==> src/rtl/ahb_apb_slave_if_if.sv <==
// Bus bundle between the AHB master side and the bridge front end.
// The master modport drives the AHB/APB inputs; the slave modport is the front end.
interface ahb_apb_slave_if_if #(
    parameter int DATA_W     = 32,
    parameter int NUM_SEL    = 3,
    parameter int PIPE_DEPTH = 3
) ();
    logic [31:0]                  HADDR;
    logic [DATA_W-1:0]            HWDATA;
    logic [1:0]                   HTRANS;
    logic [2:0]                   HSIZE;
    logic                         HWRITE;
    logic                         HREADYin;
    logic [DATA_W-1:0]            PRDATA;
    logic                         xfer_done;
    logic                         HREADYout;
    logic [1:0]                   HRESP;
    logic [DATA_W-1:0]            HRDATA;
    logic                         valid;
    logic [NUM_SEL-1:0]           TEMP_SEL;
    logic                         HWRITEreg;
    logic [32*PIPE_DEPTH-1:0]     haddr_pipe;
    logic [DATA_W*PIPE_DEPTH-1:0] hwdata_pipe;

    modport master (
        output HADDR, HWDATA, HTRANS, HSIZE, HWRITE, HREADYin,
        output PRDATA, xfer_done,
        input  HREADYout, HRESP, HRDATA, valid, TEMP_SEL,
        input  HWRITEreg, haddr_pipe, hwdata_pipe
    );

    modport slave (
        input  HADDR, HWDATA, HTRANS, HSIZE, HWRITE, HREADYin,
        input  PRDATA, xfer_done,
        output HREADYout, HRESP, HRDATA, valid, TEMP_SEL,
        output HWRITEreg, haddr_pipe, hwdata_pipe
    );
endinterface

==> src/rtl/ahb_apb_slave_if.sv <==
// AHB-side front end of the AHB-to-APB bridge: decode, pipelines, wait/error FSM.
// Optional alignment/size checking is enabled with `define AHB_SLV_ALIGN_CHECK_EN.
module ahb_apb_slave_if #(
    parameter int          DATA_W      = 32,
    parameter int          NUM_SEL     = 3,
    parameter logic [31:0] BASE_ADDR   = 32'h4000_0000,
    parameter int          WINDOW_BITS = 16,
    parameter int          REGION_BITS = 12,
    parameter int          PIPE_DEPTH  = 3
) (
    input logic               HCLK,
    input logic               HRESET,
    ahb_apb_slave_if_if.slave bus
);

    localparam int IDX_W = WINDOW_BITS - REGION_BITS;

    typedef enum logic [1:0] {
        S_IDLE = 2'd0,
        S_WAIT = 2'd1,
        S_ERR1 = 2'd2,
        S_ERR2 = 2'd3
    } state_e;

    state_e             state_q, state_d;
    logic [NUM_SEL-1:0] sel_q, sel_d;
    logic               wr_q, wr_d;
    logic [31:0]        addr_q [PIPE_DEPTH];
    logic [DATA_W-1:0]  data_q [PIPE_DEPTH];

    logic               active;
    logic               in_win;
    logic [IDX_W-1:0]   idx;
    logic               idx_ok;
    logic               size_err;
    logic               mapped;
    logic               err_req;
    logic               accept_ok;
    logic               valid;

    assign active = bus.HTRANS[1] & bus.HREADYin;
    assign in_win = bus.HADDR[31:WINDOW_BITS] == BASE_ADDR[31:WINDOW_BITS];
    assign idx    = bus.HADDR[WINDOW_BITS-1:REGION_BITS];
    assign idx_ok = 32'(idx) < 32'(NUM_SEL);

`ifdef AHB_SLV_ALIGN_CHECK_EN
    assign size_err = ((bus.HSIZE == 3'b001) & bus.HADDR[0])
                    | ((bus.HSIZE == 3'b010) & (|bus.HADDR[1:0]))
                    | (bus.HSIZE > 3'b010);
`else
    logic unused_hsize;
    assign unused_hsize = ^bus.HSIZE;
    assign size_err     = 1'b0;
`endif

    assign mapped    = in_win & idx_ok & ~size_err;
    assign err_req   = active & in_win & ~mapped;
    assign accept_ok = (state_q == S_IDLE)
                     | ((state_q == S_WAIT) & bus.xfer_done);
    assign valid     = active & mapped & accept_ok & ~HRESET;

    // State register
    always_ff @(posedge HCLK) begin
        if (HRESET) begin
            state_q <= S_IDLE;
        end else begin
            state_q <= state_d;
        end
    end

    // Next-state logic
    always_comb begin
        state_d = state_q;
        unique case (state_q)
            S_IDLE: begin
                if (valid) begin
                    state_d = S_WAIT;
                end else if (err_req) begin
                    state_d = S_ERR1;
                end
            end
            S_WAIT: begin
                if (bus.xfer_done) begin
                    if (valid) begin
                        state_d = S_WAIT;
                    end else if (err_req) begin
                        state_d = S_ERR1;
                    end else begin
                        state_d = S_IDLE;
                    end
                end
            end
            S_ERR1:  state_d = S_ERR2;
            S_ERR2:  state_d = S_IDLE;
            default: state_d = S_IDLE;
        endcase
    end

    // Output logic
    always_comb begin
        bus.HREADYout = 1'b1;
        bus.HRESP     = 2'b00;
        unique case (state_q)
            S_IDLE: begin
                bus.HREADYout = 1'b1;
                bus.HRESP     = 2'b00;
            end
            S_WAIT: begin
                bus.HREADYout = bus.xfer_done;
                bus.HRESP     = 2'b00;
            end
            S_ERR1: begin
                bus.HREADYout = 1'b0;
                bus.HRESP     = 2'b01;
            end
            S_ERR2: begin
                bus.HREADYout = 1'b1;
                bus.HRESP     = 2'b01;
            end
            default: begin
                bus.HREADYout = 1'b1;
                bus.HRESP     = 2'b00;
            end
        endcase
    end

    // Select and direction capture the accepted transfer only
    always_comb begin
        sel_d = sel_q;
        wr_d  = wr_q;
        if (valid) begin
            for (int i = 0; i < NUM_SEL; i++) begin
                sel_d[i] = (32'(idx) == 32'(i));
            end
            wr_d = bus.HWRITE;
        end
    end

    always_ff @(posedge HCLK) begin
        if (HRESET) begin
            sel_q <= '0;
            wr_q  <= 1'b0;
        end else begin
            sel_q <= sel_d;
            wr_q  <= wr_d;
        end
    end

    // Pipes follow the bus and stall only on HREADYin
    always_ff @(posedge HCLK) begin
        if (HRESET) begin
            for (int k = 0; k < PIPE_DEPTH; k++) begin
                addr_q[k] <= '0;
                data_q[k] <= '0;
            end
        end else if (bus.HREADYin) begin
            addr_q[0] <= bus.HADDR;
            data_q[0] <= bus.HWDATA;
            for (int k = 1; k < PIPE_DEPTH; k++) begin
                addr_q[k] <= addr_q[k-1];
                data_q[k] <= data_q[k-1];
            end
        end
    end

    for (genvar k = 0; k < PIPE_DEPTH; k++) begin : g_flat
        assign bus.haddr_pipe[32*k +: 32]         = addr_q[k];
        assign bus.hwdata_pipe[DATA_W*k +: DATA_W] = data_q[k];
    end

    assign bus.valid     = valid;
    assign bus.TEMP_SEL  = sel_q;
    assign bus.HWRITEreg = wr_q;
    assign bus.HRDATA    = bus.PRDATA;

endmodule

==> src/flat_wrapper.sv <==
// flat-port wrapper written by rule: the top's interface ports become plain ports
module ahb_apb_slave_if_flat 
#(
    parameter int          DATA_W      = 32,
    parameter int          NUM_SEL     = 3,
    parameter logic [31:0] BASE_ADDR   = 32'h4000_0000,
    parameter int          WINDOW_BITS = 16,
    parameter int          REGION_BITS = 12,
    parameter int          PIPE_DEPTH  = 3
)
  (HCLK, HRESET, bus_HADDR, bus_HWDATA, bus_HTRANS, bus_HSIZE, bus_HWRITE, bus_HREADYin, bus_PRDATA, bus_xfer_done, bus_HREADYout, bus_HRESP, bus_HRDATA, bus_valid, bus_TEMP_SEL, bus_HWRITEreg, bus_haddr_pipe, bus_hwdata_pipe);
  ahb_apb_slave_if_if #(.DATA_W(DATA_W), .NUM_SEL(NUM_SEL), .PIPE_DEPTH(PIPE_DEPTH)) bus_i ();
  input logic HCLK;
  input logic HRESET;
  input wire logic [$bits(bus_i.HADDR)-1:0] bus_HADDR;
  input wire logic [$bits(bus_i.HWDATA)-1:0] bus_HWDATA;
  input wire logic [$bits(bus_i.HTRANS)-1:0] bus_HTRANS;
  input wire logic [$bits(bus_i.HSIZE)-1:0] bus_HSIZE;
  input wire logic [$bits(bus_i.HWRITE)-1:0] bus_HWRITE;
  input wire logic [$bits(bus_i.HREADYin)-1:0] bus_HREADYin;
  input wire logic [$bits(bus_i.PRDATA)-1:0] bus_PRDATA;
  input wire logic [$bits(bus_i.xfer_done)-1:0] bus_xfer_done;
  output wire logic [$bits(bus_i.HREADYout)-1:0] bus_HREADYout;
  output wire logic [$bits(bus_i.HRESP)-1:0] bus_HRESP;
  output wire logic [$bits(bus_i.HRDATA)-1:0] bus_HRDATA;
  output wire logic [$bits(bus_i.valid)-1:0] bus_valid;
  output wire logic [$bits(bus_i.TEMP_SEL)-1:0] bus_TEMP_SEL;
  output wire logic [$bits(bus_i.HWRITEreg)-1:0] bus_HWRITEreg;
  output wire logic [$bits(bus_i.haddr_pipe)-1:0] bus_haddr_pipe;
  output wire logic [$bits(bus_i.hwdata_pipe)-1:0] bus_hwdata_pipe;
  assign bus_i.HADDR = bus_HADDR;
  assign bus_i.HWDATA = bus_HWDATA;
  assign bus_i.HTRANS = bus_HTRANS;
  assign bus_i.HSIZE = bus_HSIZE;
  assign bus_i.HWRITE = bus_HWRITE;
  assign bus_i.HREADYin = bus_HREADYin;
  assign bus_i.PRDATA = bus_PRDATA;
  assign bus_i.xfer_done = bus_xfer_done;
  assign bus_HREADYout = bus_i.HREADYout;
  assign bus_HRESP = bus_i.HRESP;
  assign bus_HRDATA = bus_i.HRDATA;
  assign bus_valid = bus_i.valid;
  assign bus_TEMP_SEL = bus_i.TEMP_SEL;
  assign bus_HWRITEreg = bus_i.HWRITEreg;
  assign bus_haddr_pipe = bus_i.haddr_pipe;
  assign bus_hwdata_pipe = bus_i.hwdata_pipe;
  ahb_apb_slave_if #(.DATA_W(DATA_W), .NUM_SEL(NUM_SEL), .BASE_ADDR(BASE_ADDR), .WINDOW_BITS(WINDOW_BITS), .REGION_BITS(REGION_BITS), .PIPE_DEPTH(PIPE_DEPTH)) u_core (.HCLK(HCLK), .HRESET(HRESET), .bus(bus_i));
endmodule
==> config.mk <==
export PLATFORM = sky130hd
export DESIGN_NAME = ahb_apb_slave_if_flat
export DESIGN_NICKNAME = d
export VERILOG_FILES = /design/src/rtl/ahb_apb_slave_if_if.sv /design/src/rtl/ahb_apb_slave_if.sv /design/src/flat_wrapper.sv
export SDC_FILE = /design/constraint.sdc
export NUM_CORES = 1
export LEC_CHECK = 0
export CAP_MARGIN = 25
export CELL_PAD_IN_SITES_DETAIL_PLACEMENT = 1
export CELL_PAD_IN_SITES_GLOBAL_PLACEMENT = 2
export CORE_MARGIN = 2
export CORE_UTILIZATION = 27
export DETAILED_ROUTE_END_ITERATION = 7
export PLACE_DENSITY_LB_ADDON = 0.1
export SYNTH_ARGS = -nofsm -noshare
export SYNTH_HDL_FRONTEND = slang
export SYNTH_SLANG_ARGS = --single-unit
export TNS_END_PERCENT = 100
==> constraint.sdc <==
create_clock -name HCLK -period 4.9 [get_ports HCLK]
set_input_delay 0.98 -clock HCLK [delete_from_list [all_inputs] [get_ports HCLK]]
set_output_delay 0.98 -clock HCLK [all_outputs]
set_load 0.02 [all_outputs]
Yosys cells after proc, flatten, opt, wreduce, memory -nomap -nowiden
Memory sizes are Yosys's and may differ from the RTL's.
Cells that the tools add are included.
- add/subtract/negate cells: 0
- multiplexer cells: 19
- magnitude comparators: 1
- div/mod/pow operators: 0
- bitwise operators: 17
- shift-type cells: 0
- equal/unequal tests: 8
- reductions and logical operators: 6
- $mul: 0
- operator list (kind ; count):
    $mux W32 ; 6
    $eq A16 B15 Y1 const B ; 1
    $mux W2 ; 5
    $and A1 B1 Y1 ; 8
    $pmux W2 S4 ; 1
    $or A1 B1 Y1 ; 7
    $reduce_or A2 Y1 ; 3
    $mux W1 ; 5
    $eq A2 B2 Y1 const B ; 2
    $eq A4 B1 Y1 const B ; 1
    $eq A4 B2 Y1 const B ; 1
    $logic_not A4 Y1 ; 1
    $lt A4 B2 Y1 const B ; 1
    $pmux W2 S2 ; 1
    $ne A3 B2 Y1 const B ; 1
    $pmux W1 S3 ; 1
    $eq A2 B1 Y1 const B ; 1
    $logic_not A2 Y1 ; 1
    $ne A2 B2 Y1 const B ; 1
    $not A1 Y1 ; 2
    $reduce_and A2 Y1 ; 1
- word-level logic and storage cells: 56
- memories: 2
- bits in latches: 0
- output and inout bits: 232
- ROM bits: 0
- input bits: 106
- RAM bits: 192
- register bits: 6
- memory list (name ; words ; width ; rd ports ; clocked after memory_dff ; write ports ; RTL line ; source):
    u_core.addr_q ; 3 ; 32 ; 3 ; 0 ; 3 ; ahb_apb_slave_if.sv:28 ; logic [31:0] addr_q [PIPE_DEPTH];
    u_core.data_q ; 3 ; 32 ; 3 ; 0 ; 3 ; ahb_apb_slave_if.sv:29 ; logic [DATA_W-1:0] data_q [PIPE_DEPTH];

Logic depth before layout (Yosys ltp)
Gate-level depths: netlist (run 1).
- word-level depth: 8
- gate-level depth with buffers: 8
- depth with buffers taken out: 7

Worst setup path before layout (run 1)
No wires, ideal clock.
- path type: input to register
- from: input port HRESET
- to: memory u_core.addr_q[0][0], enable pin
- slack: 1.000 ns
- stages: 2
- buffers on the path: 1
- arrival: 3.428 ns
- cells stage by stage: buf_6 > or2_2
- RTL lines (item ; RTL line ; source):
    start, declared ; flat_wrapper.sv:14 ; input logic HRESET;
    end, declared ; ahb_apb_slave_if.sv:28 ;

Worst setup path in the final report (run 1)
- from: input port bus_HADDR[29]
- to: output port bus_valid
- word-level cells in the longest chain between the ends: 5
- ends and longest elaborated chain (item ; RTL line ; source):
    start, declared ; flat_wrapper.sv:15 ; input wire logic [$bits(bus_i.HADDR)-1:0] bus_HADDR;
    $eq A16 B15 Y1 ; ahb_apb_slave_if.sv:42 ; assign in_win = bus.HADDR[31:WINDOW_BITS] == BASE_ADDR[31:WINDOW_BITS];
    $and A1 B1 Y1 ; ahb_apb_slave_if.sv:56 ; assign mapped = in_win & idx_ok & ~size_err;
    $and A1 B1 Y1 (3 in series) ; ahb_apb_slave_if.sv:60 ; assign valid = active & mapped & accept_ok & ~HRESET;
    end, declared ; flat_wrapper.sv:26 ; output wire logic [$bits(bus_i.valid)-1:0] bus_valid;
Every way passes these cells.

==> flow_summary.ini, run 1 <==
[route]
viasPerCell = 4.06
post_drt_wl_per_cell_um = 17.4
drt-total-wl_um = 19700
drc = 0
vias = 4599
drtPass1Iterations = 4
drtIter0Drc = 302
ant_nets = 0

[sta]
fin_skew_ns = 0.00996
finalCritPeriodShare = 0.900
min_period_ns = 4.41
slew_headroom = 0.445
setup_tns_ns = 0
slew_violations = 0
final_hold_viol_count = 0
setup_violations = 0
postLayoutSetupSlackWorst_ns = 0.491
worst_pin_slew_ns = 0.832
rsz0062_at_grt = false
max_freq_mhz = 227

[floorplan]
coreArea_um2 = 28600
die_y_um = 174
start_util = 0.274
dieArea_um2 = 30400
die-width_um = 174
rows = 62
io-pin-count = 338

[clock_tree]
cts_tree = done
path_clk_slew_ns = 0.08
cts_buffers = 17
cts_root_buf = clkbuf_16
clock_sinks = 198
hold_buffers = 0
htree_levels = 4
clockBufferDepth = 2
cts_resized = 0
worstSkewPairLatency_ns = 0.42
cts_setup_buffers = 0

[worst_setup_path]
critical_path.startpoint_type = input pin
critPathArrivalTime_ns = 3.43
cp_slowest_cell = clkdlybuf4s50_1
critPathKind = input pin to output pin
path_buf_inv = 2
crit_top_cell = clkdlybuf4s50_1
worst_ep_required_time_ns = 3.92
cpPeakStageDelay_ns = 0.68
end_kind = output pin
critPathMaxFanout = 5
cp_top_family = simple AND/OR/NAND/NOR gates
crit_chain = clkdlybuf4s50_1 > or4_1 > nor3_4 > nand2_1 > nor4b_1 > clkdlybuf4s50_1

[global_routing]
grtUsageTotal = 0.129
busiest_layer = met2
use_met2 = 0.215
grt_pass1_vias = 4927
grtUsageMet1 = 0.152
grt_overflow = 0
grt_max_degree = 162
met3_usage = 0.0409
antenna_found_initial = 2
grt_pass1_wl_um = 29600

[logic_synthesis]
synth-edff-count = 192
syn-num-nets = 613
synth_common_cells = edfxtp_1, and2_1, buf_4
async_flop_share = 0
post-synth-top-area-cell = edfxtp_1
yosysWarnings = 0
yosys_most_used_dff = edfxtp_1
yosysSeqAreaShare = 0.751
synth_cells = 501
ys_top_cells_by_area = edfxtp_1, and2_1, buf_4
syn_area_um2 = 7840
synth_most_common_cell = edfxtp_1
ys_seq_elements = 198
synth_area_per_cell_um2 = 15.6
synthDistinctLibCells = 33
synth_top_area_share = 0.736

[worst_hold_path]
hp-class = flip-flop to flip-flop

[pwr]
peakVddDrop_mv = 0.174
leakage_nw = 4.17
p_per_area_nw_per_um2 = 364

[placed_design]
place_ws_ns = 0.479
routabilityCongestion = 0.707
portBuffers = 268
dp.cells = 1102
dp_hpwl_um = 14000

[layout]
drive_gt1_frac = 0.0628
regArea_um2 = 5890
nets = 849
instances_no_fill = 1134
area_delta_synth_final_pct = 44.2
n_fill_cell = 2921
multi_input_area_um2 = 1600

[run_status]
status = completed

[run]
cap_violations = 0
## metal layers
metal / vias up / part of all wire
li1: 2174 / -
met1: 2217 / 0.41
met2: 161 / 0.49
met3: 47 / 0.069
met4: 0 / 0.028
met5: - / 0
## layout by cell type (no fill, tap or decap), types with 4 or more instances in the layout
cell type	netlist	layout
clkbuf_16	0	17
dfxtp_1	6	6
ha_1	6	6
nor2_1	7	7
nand2_1	5	5
clkdlybuf4s50_1	0	268
a21oi_1	4	4
buf_4	33	4
clkinv_4	0	5
and2_1	191	191
edfxtp_1	192	192
## layout make-up
class,count,share of cell area
diodes,2,0.000443
clock buffers,17,0.0377
clock inverters,13,0.0126
inverters,3,0.000997
multi-input cells,243,0.141
flip-flops and latches,198,0.521
well taps,384,0.0425
repair buffers,274,0.244
## kinds of logic (layout without fill, tap and decap cells)
logic type                 count (synthesis)  in the layout  synth area share
adders and majority gates                  6              6           0.00958
other                                      1              3          0.000479
muxes                                      3              3           0.00383
buffers and inverters                     60            307            0.0466
and+or+nand+nor                          222            222             0.177
DFF                                      198            198             0.751
AOI/OAI and AO/OA                         11             11            0.0112
## sequential cells by signal, summed over array words and instances, names as in the netlist
name                  count
u_core.bus.HWRITEreg      1
u_core.state_q            2
u_core.bus.TEMP_SEL       3
u_core.addr_q            96
u_core.data_q            96
## final timing paths
kind	slack, ns	start	endpoint	cells past startpoint
setup / recovery	0.49	bus_HADDR[29]	bus_valid	6
hold / removal	0.47	u_core.bus.HWRITEreg$_SDFFE_PP0N_	u_core.bus.HWRITEreg$_SDFFE_PP0N_	2
setup reg to reg	2.96	u_core.state_q[0]$_SDFFE_PP0P_	u_core.state_q[1]$_SDFFE_PP0P_	7
hold reg to reg	0.47	u_core.bus.HWRITEreg$_SDFFE_PP0N_	u_core.bus.HWRITEreg$_SDFFE_PP0N_	2
## report_power, final
part	switching, mW	internal [mW]
Combinational	0.377	0.337
Sequential	0.0565	1.99
Clock	0.680	0.674
## through the flow
stage	cell area (um^2)	util	power [mW]	hold slack (ns)
final	11300	0.395	4.11	0.470
after global routing	11300	0.395	4.29	0.496
after CTS	11300	0.395	4.19	0.475
after detailed placement	10700	0.375	2.81	0.464
after global placement	10700	0.375	2.80	0.443
after floorplan	7840	-	2.46	0.467
## worst min-delay path, cell delays in order (launching register included)
cell and delay (ns):
dfxtp_1 0.32, nand2_1 0.06, a21oi_1 0.05
(Power assumes the default switching activity.)
==> run 2, diff against run 1 <==
ABC_AREA = 1   (was default)
CORE_UTILIZATION = 26   (was 27)
==> flow_summary.ini, run 2 <==
[run_status]
status = completed

[logic_synthesis]
async_flop_share = 0
ys_seq_elements = 198
synthDistinctLibCells = 23
synth_common_cells = nor2_1, inv_1, edfxtp_1
synth_most_common_cell = nor2_1
synth_cells = 710
ys_top_cells_by_area = edfxtp_1, nor2_1, inv_1
syn_area_um2 = 8080
synth-edff-count = 192
yosys_most_used_dff = edfxtp_1
post-synth-top-area-cell = edfxtp_1
yosysWarnings = 0
synth_top_area_share = 0.713
yosysSeqAreaShare = 0.728
synth_area_per_cell_um2 = 11.4
syn-num-nets = 822

[clock_tree]
clockBufferDepth = 2
cts_root_buf = clkbuf_16
htree_levels = 4
cts_tree = done
worstSkewPairLatency_ns = 0.43
hold_buffers = 0
cts_buffers = 17
clock_sinks = 198
cts_resized = 0
cts_setup_buffers = 0
path_clk_slew_ns = 0.08

[layout]
layout_commonest_cell = clkdlybuf4s50_1
nets = 1060
area_delta_synth_final_pct = 43.0
mostFrequentLayoutCells = clkdlybuf4s50_1, nor2_1, inv_1, edfxtp_1
final_cell_area_um2 = 11600
instances_no_fill = 1357
n_fill_cell = 3362
drive_gt1_frac = 0.0459

[floorplan]
dieArea_um2 = 32500
coreArea_um2 = 30600
rows = 64
start_util = 0.264
die-width_um = 180
die_y_um = 180
io-pin-count = 338

[pwr]
totalPowerFinal_mw = 4.11
p_switching_mw = 1.07
peakVddDrop_mv = 0.216
p_per_area_nw_per_um2 = 355
pwr-share-seq = 0.496
intPower_mw = 3.04
p_sw_frac = 0.260
combPwrFrac = 0.168
clockPowerShare = 0.337
leakage_nw = 4.71

[sta]
min_period_ns = 3.81
setup_violations = 0
worst_pin_slew_ns = 0.713
slew_headroom = 0.524
slew_violations = 0
final_hold_viol_count = 0
setup_tns_ns = 0
finalCritPeriodShare = 0.778
max_freq_mhz = 262
fin_skew_ns = 0.0150
postLayoutSetupSlackWorst_ns = 1.09
rsz0062_at_grt = false

[global_routing]
grt_max_degree = 82
grt_overflow = 0
grt_pass1_vias = 5306
grtUsageTotal = 0.126
antenna_found_initial = 2
grt_pass1_wl_um = 31300

[worst_setup_path]
critical_path.startpoint_type = input pin
worst_ep_required_time_ns = 3.92
crit_top_cell = clkdlybuf4s50_1
critical_path_depth = 8
reg2reg_depth = 11
rrSetupSlack_ns = 3.24
cpPeakStageDelay_ns = 0.62
critPathArrivalTime_ns = 2.83
critPathMaxFanout = 7
crit_chain = clkdlybuf4s50_1 > inv_1 > nor2_1 > nand2_1 > nor2_2 > nand3_4 > clkinv_2 > clkdlybuf4s50_1
end_kind = output pin
cp_top_family = buffers and inverters
cp_slowest_cell = clkdlybuf4s50_1
critPathKind = input pin to output pin
path_buf_inv = 4

[run]
cap_violations = 0

[route]
post_drt_wl_per_cell_um = 14.9
drt-total-wl_um = 20200
drtIter0Drc = 296
viasPerCell = 3.87
ant_nets = 0
drc = 0
vias = 5248
drtPass1Iterations = 4

[placed_design]
dp.cells = 1325
dp_hpwl_um = 14100
routabilityCongestion = 0.720
post_dp_cell_area_um2 = 11000
portBuffers = 268
place_ws_ns = 1.03

[worst_hold_path]
worstHoldPathCells = 2
hp-class = flip-flop to flip-flop
run 2: final cells by class:
type                            instances  area (um^2)  area share
Multi-Input combinational cell        259         1110      0.0958
Sequential cell                       198         5890       0.509
Clock buffer                           19          433      0.0375
Tap cell                              396          495      0.0429
Clock inverter                         11          126      0.0109
Inverter                              199          748      0.0647
Timing Repair Buffer                  273         2760       0.239
Antenna cell                            2         5.00    0.000433
run 2: final timing paths:
kind | start | endpoint
hold / removal | u_core.bus.TEMP_SEL[1]$_SDFFE_PP0N_ | u_core.bus.TEMP_SEL[1]$_SDFFE_PP0N_
setup / recovery | bus_HADDR[30] | bus_valid
hold reg to reg | u_core.bus.TEMP_SEL[1]$_SDFFE_PP0N_ | u_core.bus.TEMP_SEL[1]$_SDFFE_PP0N_
setup reg to reg | u_core.state_q[0]$_SDFFE_PP0P_ | u_core.state_q[1]$_SDFFE_PP0P_
run 2: through the flow:
stage | util | hold slack (ns)
floorplan | - | 0.567
global placement | 0.359 | 0.491
detailed placement | 0.359 | 0.492
CTS | 0.378 | 0.512
global route | 0.378 | 0.575
finish | 0.378 | 0.506
run 2: power groups by stage:
stage          Clock, mW  Combinational [mW]  Sequential (mW)
3_5_place_dp           0               0.702             2.08
3_3_place_gp           0               0.704             2.07
5_1_grt             1.51               0.746             2.05
4_1_cts             1.45               0.705             2.04
6_report            1.38               0.688             2.04
2_1_floorplan          0               0.228             2.22
run 2: cell families (layout without fill, tap and decap cells):
logic type,Yosys count,count (layout),synth area share
simple gates,243,243,0.120
other cells,1,3,0.000464
fa+ha+maj,6,6,0.00929
flops,198,198,0.728
compound gates,9,9,0.00588
buf+inv,253,502,0.136
run 2: per-layer routing:
layer / part of all wire / vias to the layer above / track usage
met1: 0.44 / 2442 / 0.157
met4: 0.025 / 0 / 0.0523
met5: 0 / - / 0
li1: - / 2587 / -
met2: 0.46 / 178 / 0.197
met3: 0.074 / 41 / 0.0457
run 2: worst register-to-register path: cells and delay by family, from the launching register on:
kind / cells / cell delay, ns
simple gates: 6 / 0.44
flops: 1 / 0.41
compound gates: 1 / 0.15
buf+inv: 3 / 0.34
fa+ha+maj: 1 / 0.25
